## src/rtl/ram_arbiter_if.sv

```systemverilog
// Requester-side bus for ram_arbiter: one instance per requester port.
// The master modport is the requester view; the slave modport is the arbiter view.
interface ram_arbiter_if #(
    parameter int unsigned ADDR_W = 8,
    parameter int unsigned DATA_W = 32
);
    logic              req;
    logic              we;
    logic [ADDR_W-1:0] addr;
    logic [DATA_W-1:0] wdata;
    logic              gnt;
    logic              rvalid;
    logic [DATA_W-1:0] rdata;

    modport master (
        output req, we, addr, wdata,
        input  gnt, rvalid, rdata
    );

    modport slave (
        input  req, we, addr, wdata,
        output gnt, rvalid, rdata
    );
endinterface

```

## src/rtl/ram_arbiter.sv

```systemverilog
// Two-port round-robin arbiter in front of a single-port RAM.
// Zero-fills the RAM after reset, then issues one registered access per cycle.
module ram_arbiter #(
    parameter int unsigned ADDR_W  = 8,
    parameter int unsigned DATA_W  = 32,
    parameter bit          INIT_EN = 1'b1
) (
    input  logic              clk_i,
    input  logic              rst_i,
    ram_arbiter_if.slave      m0_if,
    ram_arbiter_if.slave      m1_if,
    output logic              ram_cs_o,
    output logic              ram_we_o,
    output logic [ADDR_W-1:0] ram_addr_o,
    output logic [DATA_W-1:0] ram_data_o,
    input  logic [DATA_W-1:0] ram_data_i,
    output logic              init_done_o
);

    typedef enum logic {StInit, StRun} state_e;

    // Extra counter bit gives one idle INIT cycle after the last fill write.
    localparam logic [ADDR_W:0] FillEnd = {1'b1, {ADDR_W{1'b0}}};
    localparam logic [ADDR_W:0] CntOne  = {{ADDR_W{1'b0}}, 1'b1};

    state_e            state_q;
    logic [ADDR_W:0]   fill_cnt_q;
    logic              last_q;
    logic              rd_pend_q;
    logic              rd_tag_q;
    logic              rsp_valid_q;
    logic              rsp_tag_q;
    logic [DATA_W-1:0] rdata0_q;
    logic [DATA_W-1:0] rdata1_q;

    logic              run;
    logic              gnt0;
    logic              gnt1;
    logic              acc;
    logic              sel_we;
    logic [ADDR_W-1:0] sel_addr;
    logic [DATA_W-1:0] sel_wdata;

    always_comb begin
        run       = (state_q == StRun);
        gnt0      = run & m0_if.req & (~m1_if.req | last_q);
        gnt1      = run & m1_if.req & (~m0_if.req | ~last_q);
        acc       = gnt0 | gnt1;
        sel_we    = gnt1 ? m1_if.we    : m0_if.we;
        sel_addr  = gnt1 ? m1_if.addr  : m0_if.addr;
        sel_wdata = gnt1 ? m1_if.wdata : m0_if.wdata;
    end

    always_comb begin
        init_done_o   = run;
        m0_if.gnt     = gnt0;
        m1_if.gnt     = gnt1;
        m0_if.rvalid  = rsp_valid_q & ~rsp_tag_q;
        m1_if.rvalid  = rsp_valid_q & rsp_tag_q;
        m0_if.rdata   = (rsp_valid_q & ~rsp_tag_q) ? ram_data_i : rdata0_q;
        m1_if.rdata   = (rsp_valid_q & rsp_tag_q) ? ram_data_i : rdata1_q;
    end

    always_ff @(posedge clk_i) begin
        if (rst_i) begin
            state_q     <= INIT_EN ? StInit : StRun;
            fill_cnt_q  <= '0;
            last_q      <= 1'b1;
            ram_cs_o    <= 1'b0;
            ram_we_o    <= 1'b0;
            ram_addr_o  <= '0;
            ram_data_o  <= '0;
            rd_pend_q   <= 1'b0;
            rd_tag_q    <= 1'b0;
            rsp_valid_q <= 1'b0;
            rsp_tag_q   <= 1'b0;
            rdata0_q    <= '0;
            rdata1_q    <= '0;
        end else begin
            // Tag travels with the RAM cycle so the response reaches its issuer.
            rd_pend_q   <= acc & ~sel_we;
            rd_tag_q    <= gnt1;
            rsp_valid_q <= rd_pend_q;
            rsp_tag_q   <= rd_tag_q;
            if (rsp_valid_q & ~rsp_tag_q) rdata0_q <= ram_data_i;
            if (rsp_valid_q & rsp_tag_q)  rdata1_q <= ram_data_i;

            ram_cs_o <= 1'b0;
            ram_we_o <= 1'b0;
            unique case (state_q)
                StInit: begin
                    if (fill_cnt_q == FillEnd) begin
                        state_q <= StRun;
                    end else begin
                        ram_cs_o   <= 1'b1;
                        ram_we_o   <= 1'b1;
                        ram_addr_o <= fill_cnt_q[ADDR_W-1:0];
                        ram_data_o <= '0;
                        fill_cnt_q <= fill_cnt_q + CntOne;
                    end
                end
                StRun: begin
                    if (acc) begin
                        ram_cs_o   <= 1'b1;
                        ram_we_o   <= sel_we;
                        ram_addr_o <= sel_addr;
                        ram_data_o <= sel_wdata;
                        last_q     <= gnt1;
                    end
                end
                default: state_q <= StInit;
            endcase
        end
    end

endmodule

```

## src/flat_wrapper.sv

```systemverilog
// flat-port wrapper written by rule: the top's interface ports become plain ports
module ram_arbiter_flat 
#(
    parameter int unsigned ADDR_W  = 8,
    parameter int unsigned DATA_W  = 32,
    parameter bit          INIT_EN = 1'b1
)
  (clk_i, rst_i, ram_cs_o, ram_we_o, ram_addr_o, ram_data_o, ram_data_i, init_done_o, m0_if_req, m0_if_we, m0_if_addr, m0_if_wdata, m0_if_gnt, m0_if_rvalid, m0_if_rdata, m1_if_req, m1_if_we, m1_if_addr, m1_if_wdata, m1_if_gnt, m1_if_rvalid, m1_if_rdata);
  ram_arbiter_if #(.ADDR_W(ADDR_W), .DATA_W(DATA_W)) m0_if_i ();
  ram_arbiter_if #(.ADDR_W(ADDR_W), .DATA_W(DATA_W)) m1_if_i ();
  input  logic clk_i;
  input  logic rst_i;
  output logic ram_cs_o;
  output logic ram_we_o;
  output logic [ADDR_W-1:0] ram_addr_o;
  output logic [DATA_W-1:0] ram_data_o;
  input  logic [DATA_W-1:0] ram_data_i;
  output logic init_done_o;
  input wire logic [$bits(m0_if_i.req)-1:0] m0_if_req;
  input wire logic [$bits(m0_if_i.we)-1:0] m0_if_we;
  input wire logic [$bits(m0_if_i.addr)-1:0] m0_if_addr;
  input wire logic [$bits(m0_if_i.wdata)-1:0] m0_if_wdata;
  output wire logic [$bits(m0_if_i.gnt)-1:0] m0_if_gnt;
  output wire logic [$bits(m0_if_i.rvalid)-1:0] m0_if_rvalid;
  output wire logic [$bits(m0_if_i.rdata)-1:0] m0_if_rdata;
  input wire logic [$bits(m1_if_i.req)-1:0] m1_if_req;
  input wire logic [$bits(m1_if_i.we)-1:0] m1_if_we;
  input wire logic [$bits(m1_if_i.addr)-1:0] m1_if_addr;
  input wire logic [$bits(m1_if_i.wdata)-1:0] m1_if_wdata;
  output wire logic [$bits(m1_if_i.gnt)-1:0] m1_if_gnt;
  output wire logic [$bits(m1_if_i.rvalid)-1:0] m1_if_rvalid;
  output wire logic [$bits(m1_if_i.rdata)-1:0] m1_if_rdata;
  assign m0_if_i.req = m0_if_req;
  assign m0_if_i.we = m0_if_we;
  assign m0_if_i.addr = m0_if_addr;
  assign m0_if_i.wdata = m0_if_wdata;
  assign m0_if_gnt = m0_if_i.gnt;
  assign m0_if_rvalid = m0_if_i.rvalid;
  assign m0_if_rdata = m0_if_i.rdata;
  assign m1_if_i.req = m1_if_req;
  assign m1_if_i.we = m1_if_we;
  assign m1_if_i.addr = m1_if_addr;
  assign m1_if_i.wdata = m1_if_wdata;
  assign m1_if_gnt = m1_if_i.gnt;
  assign m1_if_rvalid = m1_if_i.rvalid;
  assign m1_if_rdata = m1_if_i.rdata;
  ram_arbiter #(.ADDR_W(ADDR_W), .DATA_W(DATA_W), .INIT_EN(INIT_EN)) u_core (.clk_i(clk_i), .rst_i(rst_i), .m0_if(m0_if_i), .m1_if(m1_if_i), .ram_cs_o(ram_cs_o), .ram_we_o(ram_we_o), .ram_addr_o(ram_addr_o), .ram_data_o(ram_data_o), .ram_data_i(ram_data_i), .init_done_o(init_done_o));
endmodule
```

## config.mk

```make
export PLATFORM = sky130hd
export DESIGN_NAME = ram_arbiter_flat
export DESIGN_NICKNAME = d
export VERILOG_FILES = /design/src/rtl/ram_arbiter_if.sv /design/src/rtl/ram_arbiter.sv /design/src/flat_wrapper.sv
export SDC_FILE = /design/constraint.sdc
export NUM_CORES = 1
export LEC_CHECK = 0
export BUFFER_PORTS_ARGS = -buffer_cell sky130_fd_sc_hd__buf_2
export CORE_MARGIN = 2
export CORE_UTILIZATION = 40
export CTS_CLUSTER_SIZE = 8
export DETAILED_ROUTE_END_ITERATION = 8
export HOLD_SLACK_MARGIN = 0.03
export PLACE_DENSITY = 0.69
export SETUP_SLACK_MARGIN = 0.05
export SLEW_MARGIN = 20
export SYNTH_ARGS = -nofsm -noshare
export SYNTH_HDL_FRONTEND = slang
export SYNTH_SLANG_ARGS = --single-unit
```

## constraint.sdc

```tcl
create_clock -name clk_i -period 2.2 [get_ports clk_i]
set_clock_uncertainty 0.15 [all_clocks]
set_input_delay 0.66 -clock clk_i [delete_from_list [all_inputs] [get_ports clk_i]]
set_output_delay 0.66 -clock clk_i [all_outputs]
set_load 0.05 [all_outputs]
```

==> flow_metrics.tcl <==
set metrics [dict create \
    path_class "flop to output port" \
    pwr-share-comb 0.043 \
    violations "negative setup slack" \
    area_growth_syn_to_layout_pct 54.9 \
    synth-seq-area-share 0.468 \
    die_w_um 118 \
    max_freq_mhz 399 \
    routed_wl_mm 16.7 \
    pre_cts_slack_ns 0.0473 \
    drtIter0Drc 242 \
    worst_slew_pin_slew_ns 0.482 \
    worst_slack_ns -0.304 \
    status "finished, violations left" \
    drv_cap 0 \
    final.min_clock_period_ns 2.50 \
    hold_ws_ns 0.285 \
    required_ns 1.39 \
    firstDrtPassIters 4 \
    crit_chain "nor2b_4 -> buf_6 -> clkbuf_16 -> mux2_4 -> buf_6" \
    htreeDepth 4 \
    core_area_sq_mm 0.0126 \
    p_leak_nw 3.54 \
    antenna_cells 0 \
    max_slew_margin 0.678 \
    netlist-cell-type-count 37 \
    powerDensity_mw_per_mm2 693 \
    detailroute.via_count 4912 \
    gp_congestion 0.809 \
    setup_violations 65 \
    switching_share 0.204 \
    ys_ff_latch 121 \
    worst_ep_arrival_time_ns 1.69 \
    endpoint_kind "output port" \
    design.die.area_sq_mm 0.0139 \
    place_area_sq_mm 0.00656 \
    synth_warnings 0 \
    switchingPower_mw 1.13 \
    wl_per_cell_um 17.7 \
    start_util 0.410 \
    numCtsBuffers 17 \
    clock_path_buffers 2 \
    grt_overflow 0 \
    antenna_found_initial 0 \
    finalHoldViolCount 0 \
    grt_pass1_wl_mm 25.5 \
    vdd_drop_max_mv 0.493 \
    clock_sinks 121 \
    grt_max_degree 44 \
    p_clk_frac 0.559 \
    syn-mean-instance-area_sq_um 9.87 \
    maxSlewViolCount 0 \
    synth-async-reset-ratio 0 \
    cp_max_fo 7 \
    die_y_um 118 \
    hpwl_mm 10.3 \
    port_buffers 228 \
    route.detailed.drc 0 \
    netlist_area_sq_mm 0.00517 \
    grt_usage 0.231 \
    cts_tree "built" \
    rsz0062_at_grt "true" \
    syn_inst 524 \
    synth_edf_count 0 \
    holdCritPathClass "flop to flop" \
    slowest_delay_ns 0.32 \
    cpMaxStageDelayCell "dfxtp_2" \
    fill_cells 964 \
    hold_buffers 0 \
    seqPwrFrac 0.398 \
    final_area_sq_mm 0.00801 \
    pin_count 229 \
    final_util 0.635 \
    fin_nets 876 \
    std_cell_rows 41 \
    finalNonFillerCells 941 \
    grt_pass1_vias 4927 \
    dp.cells 898 \
    clk-insertion-delay-late_ns 0.41 \
    syn_nets 644 \
    p_int_mw 4.42 \
    clkTransAtPathRegs_ns 0.05 \
    crit_top_cell "buf_6" \
    finalCritPeriodShare 1.14 \
    root_buffer "clkbuf_16" \
    drtAntennaViolNets 0 \
    drive_above_1_share 0.475 \
    synth_ff_type "dfxtp_1" \
    cp-start-kind "flop" \
    vias_per_cell 5.22 \
]
-- worst max-delay path: cells and delay by family, from the launching register on --
family                 cells  cell delay (ns)
buffers and inverters      3             0.47
DFF                        1             0.32
muxes                      1             0.32
and+or+nand+nor            1             0.17
-- cell type report --
class                           count  area [sq um]  share of cell area
Multi-Input combinational cell    352          2680               0.334
Sequential cell                   121          2430               0.303
Timing Repair Buffer              258          2010               0.250
Clock buffer                       21           472              0.0589
Tap cell                          172           215              0.0269
Clock inverter                     11           190              0.0237
Inverter                            6          22.5             0.00281
-- cell usage after synthesis (2+ instances only) --
library cell,count,area [sq um]
mux2i_1,7,70.1
xnor2_1,2,17.5
nand3_1,34,170
nand4_1,2,12.5
or3_1,4,25.0
a311oi_1,32,280
inv_1,5,18.8
nor2b_1,69,432
a21oi_1,6,30.0
dfxtp_1,121,2420
buf_6,3,33.8
nor3_1,33,165
a221oi_1,4,35.0
nand4b_1,8,70.1
nand2b_1,6,37.5
nor2_1,17,63.8
nand2_1,38,143
buf_1,8,30.0
o41ai_1,6,52.6
mux2_2,64,721
clkbuf_1,20,75.1
o21ai_0,5,25.0
xor2_1,2,17.5
buf_2,14,70.1
ha_1,2,25.0
-- sequential cells by signal, summed over array words and instances (netlist names), 8 cells and up --
signal             count
u_core.rdata1_q       32
u_core.rdata0_q       32
u_core.fill_cnt_q      9
u_core.ram_addr_o      8
u_core.ram_data_o     32
-- cell usage in the layout, fill, tap and decap left out, types with 19 or more instances in the layout --
| cell | Yosys | layout |
|---|---|---|
| dfxtp_1 | 121 | 118 |
| a311oi_1 | 32 | 32 |
| nor3_1 | 33 | 33 |
| nand3_1 | 34 | 33 |
| buf_8 | 0 | 23 |
| buf_4 | 0 | 22 |
| buf_6 | 3 | 44 |
| clkbuf_16 | 0 | 19 |
| mux2_4 | 0 | 36 |
| nand2_1 | 38 | 38 |
| mux2_2 | 64 | 28 |
| buf_2 | 14 | 160 |
| nor2b_1 | 69 | 68 |
-- power groups by stage --
stage          logic (mW)  registers [mW]  clock network (mW)
3_5_place_dp        0.230            2.25                   0
3_3_place_gp        0.224            2.25                   0
4_1_cts             0.232            2.21                3.15
5_1_grt             0.256            2.21                3.25
2_1_floorplan      0.0610            2.27                   0
6_report            0.238            2.21                3.11
-- worst paths after layout --
kind | startpoint | endpoint | slack (ns) | depth (start not counted)
setup reg to reg | u_core.fill_cnt_q[2] | u_core.ram_addr_o[4] | 0.27 | 4
setup / recovery | u_core.rsp_valid_q | m0_if_rdata[3] | -0.30 | 5
hold / removal | u_core.rd_pend_q | u_core.rsp_valid_q | 0.28 | 1
hold reg to reg | u_core.rd_pend_q | u_core.rsp_valid_q | 0.28 | 1
-- timing repair --
item,in CTS,in global routing
setup endpoints to repair,68,67
gates resized for setup,166,34
cloned,2,1
setup buffers,8,1
-- cell families after synthesis --
logic type	after synthesis	share of synthesized area
AND/OR/NAND/NOR	215	0.225
flip-flops	121	0.468
multiplexers	71	0.153
AO/OA/AOI/OAI	60	0.0972
buffers and inverters	51	0.0448
XOR/XNOR	4	0.00677
adder cells (fa/ha/maj)	2	0.00484
-- per-stage QoR --
step / TNS [ns] / total power, mW
after CTS: -17.68 / 5.59
after detailed placement: 0 / 2.48
after global routing: -19.54 / 5.71
after floorplan: 0 / 2.33
after global placement: 0 / 2.48
final: -16.20 / 5.55
-- per-layer routing --
| metal | track usage | share of wire | vias to the layer above |
|---|---|---|---|
| li1 | - | - | 2332 |
| met1 | 0.265 | 0.39 | 2310 |
| met2 | 0.401 | 0.50 | 242 |
| met3 | 0.0732 | 0.084 | 28 |
| met4 | 0.0881 | 0.021 | 0 |
| met5 | 0 | 0 | - |
Note: power is estimated with default switching activity, not from simulation.
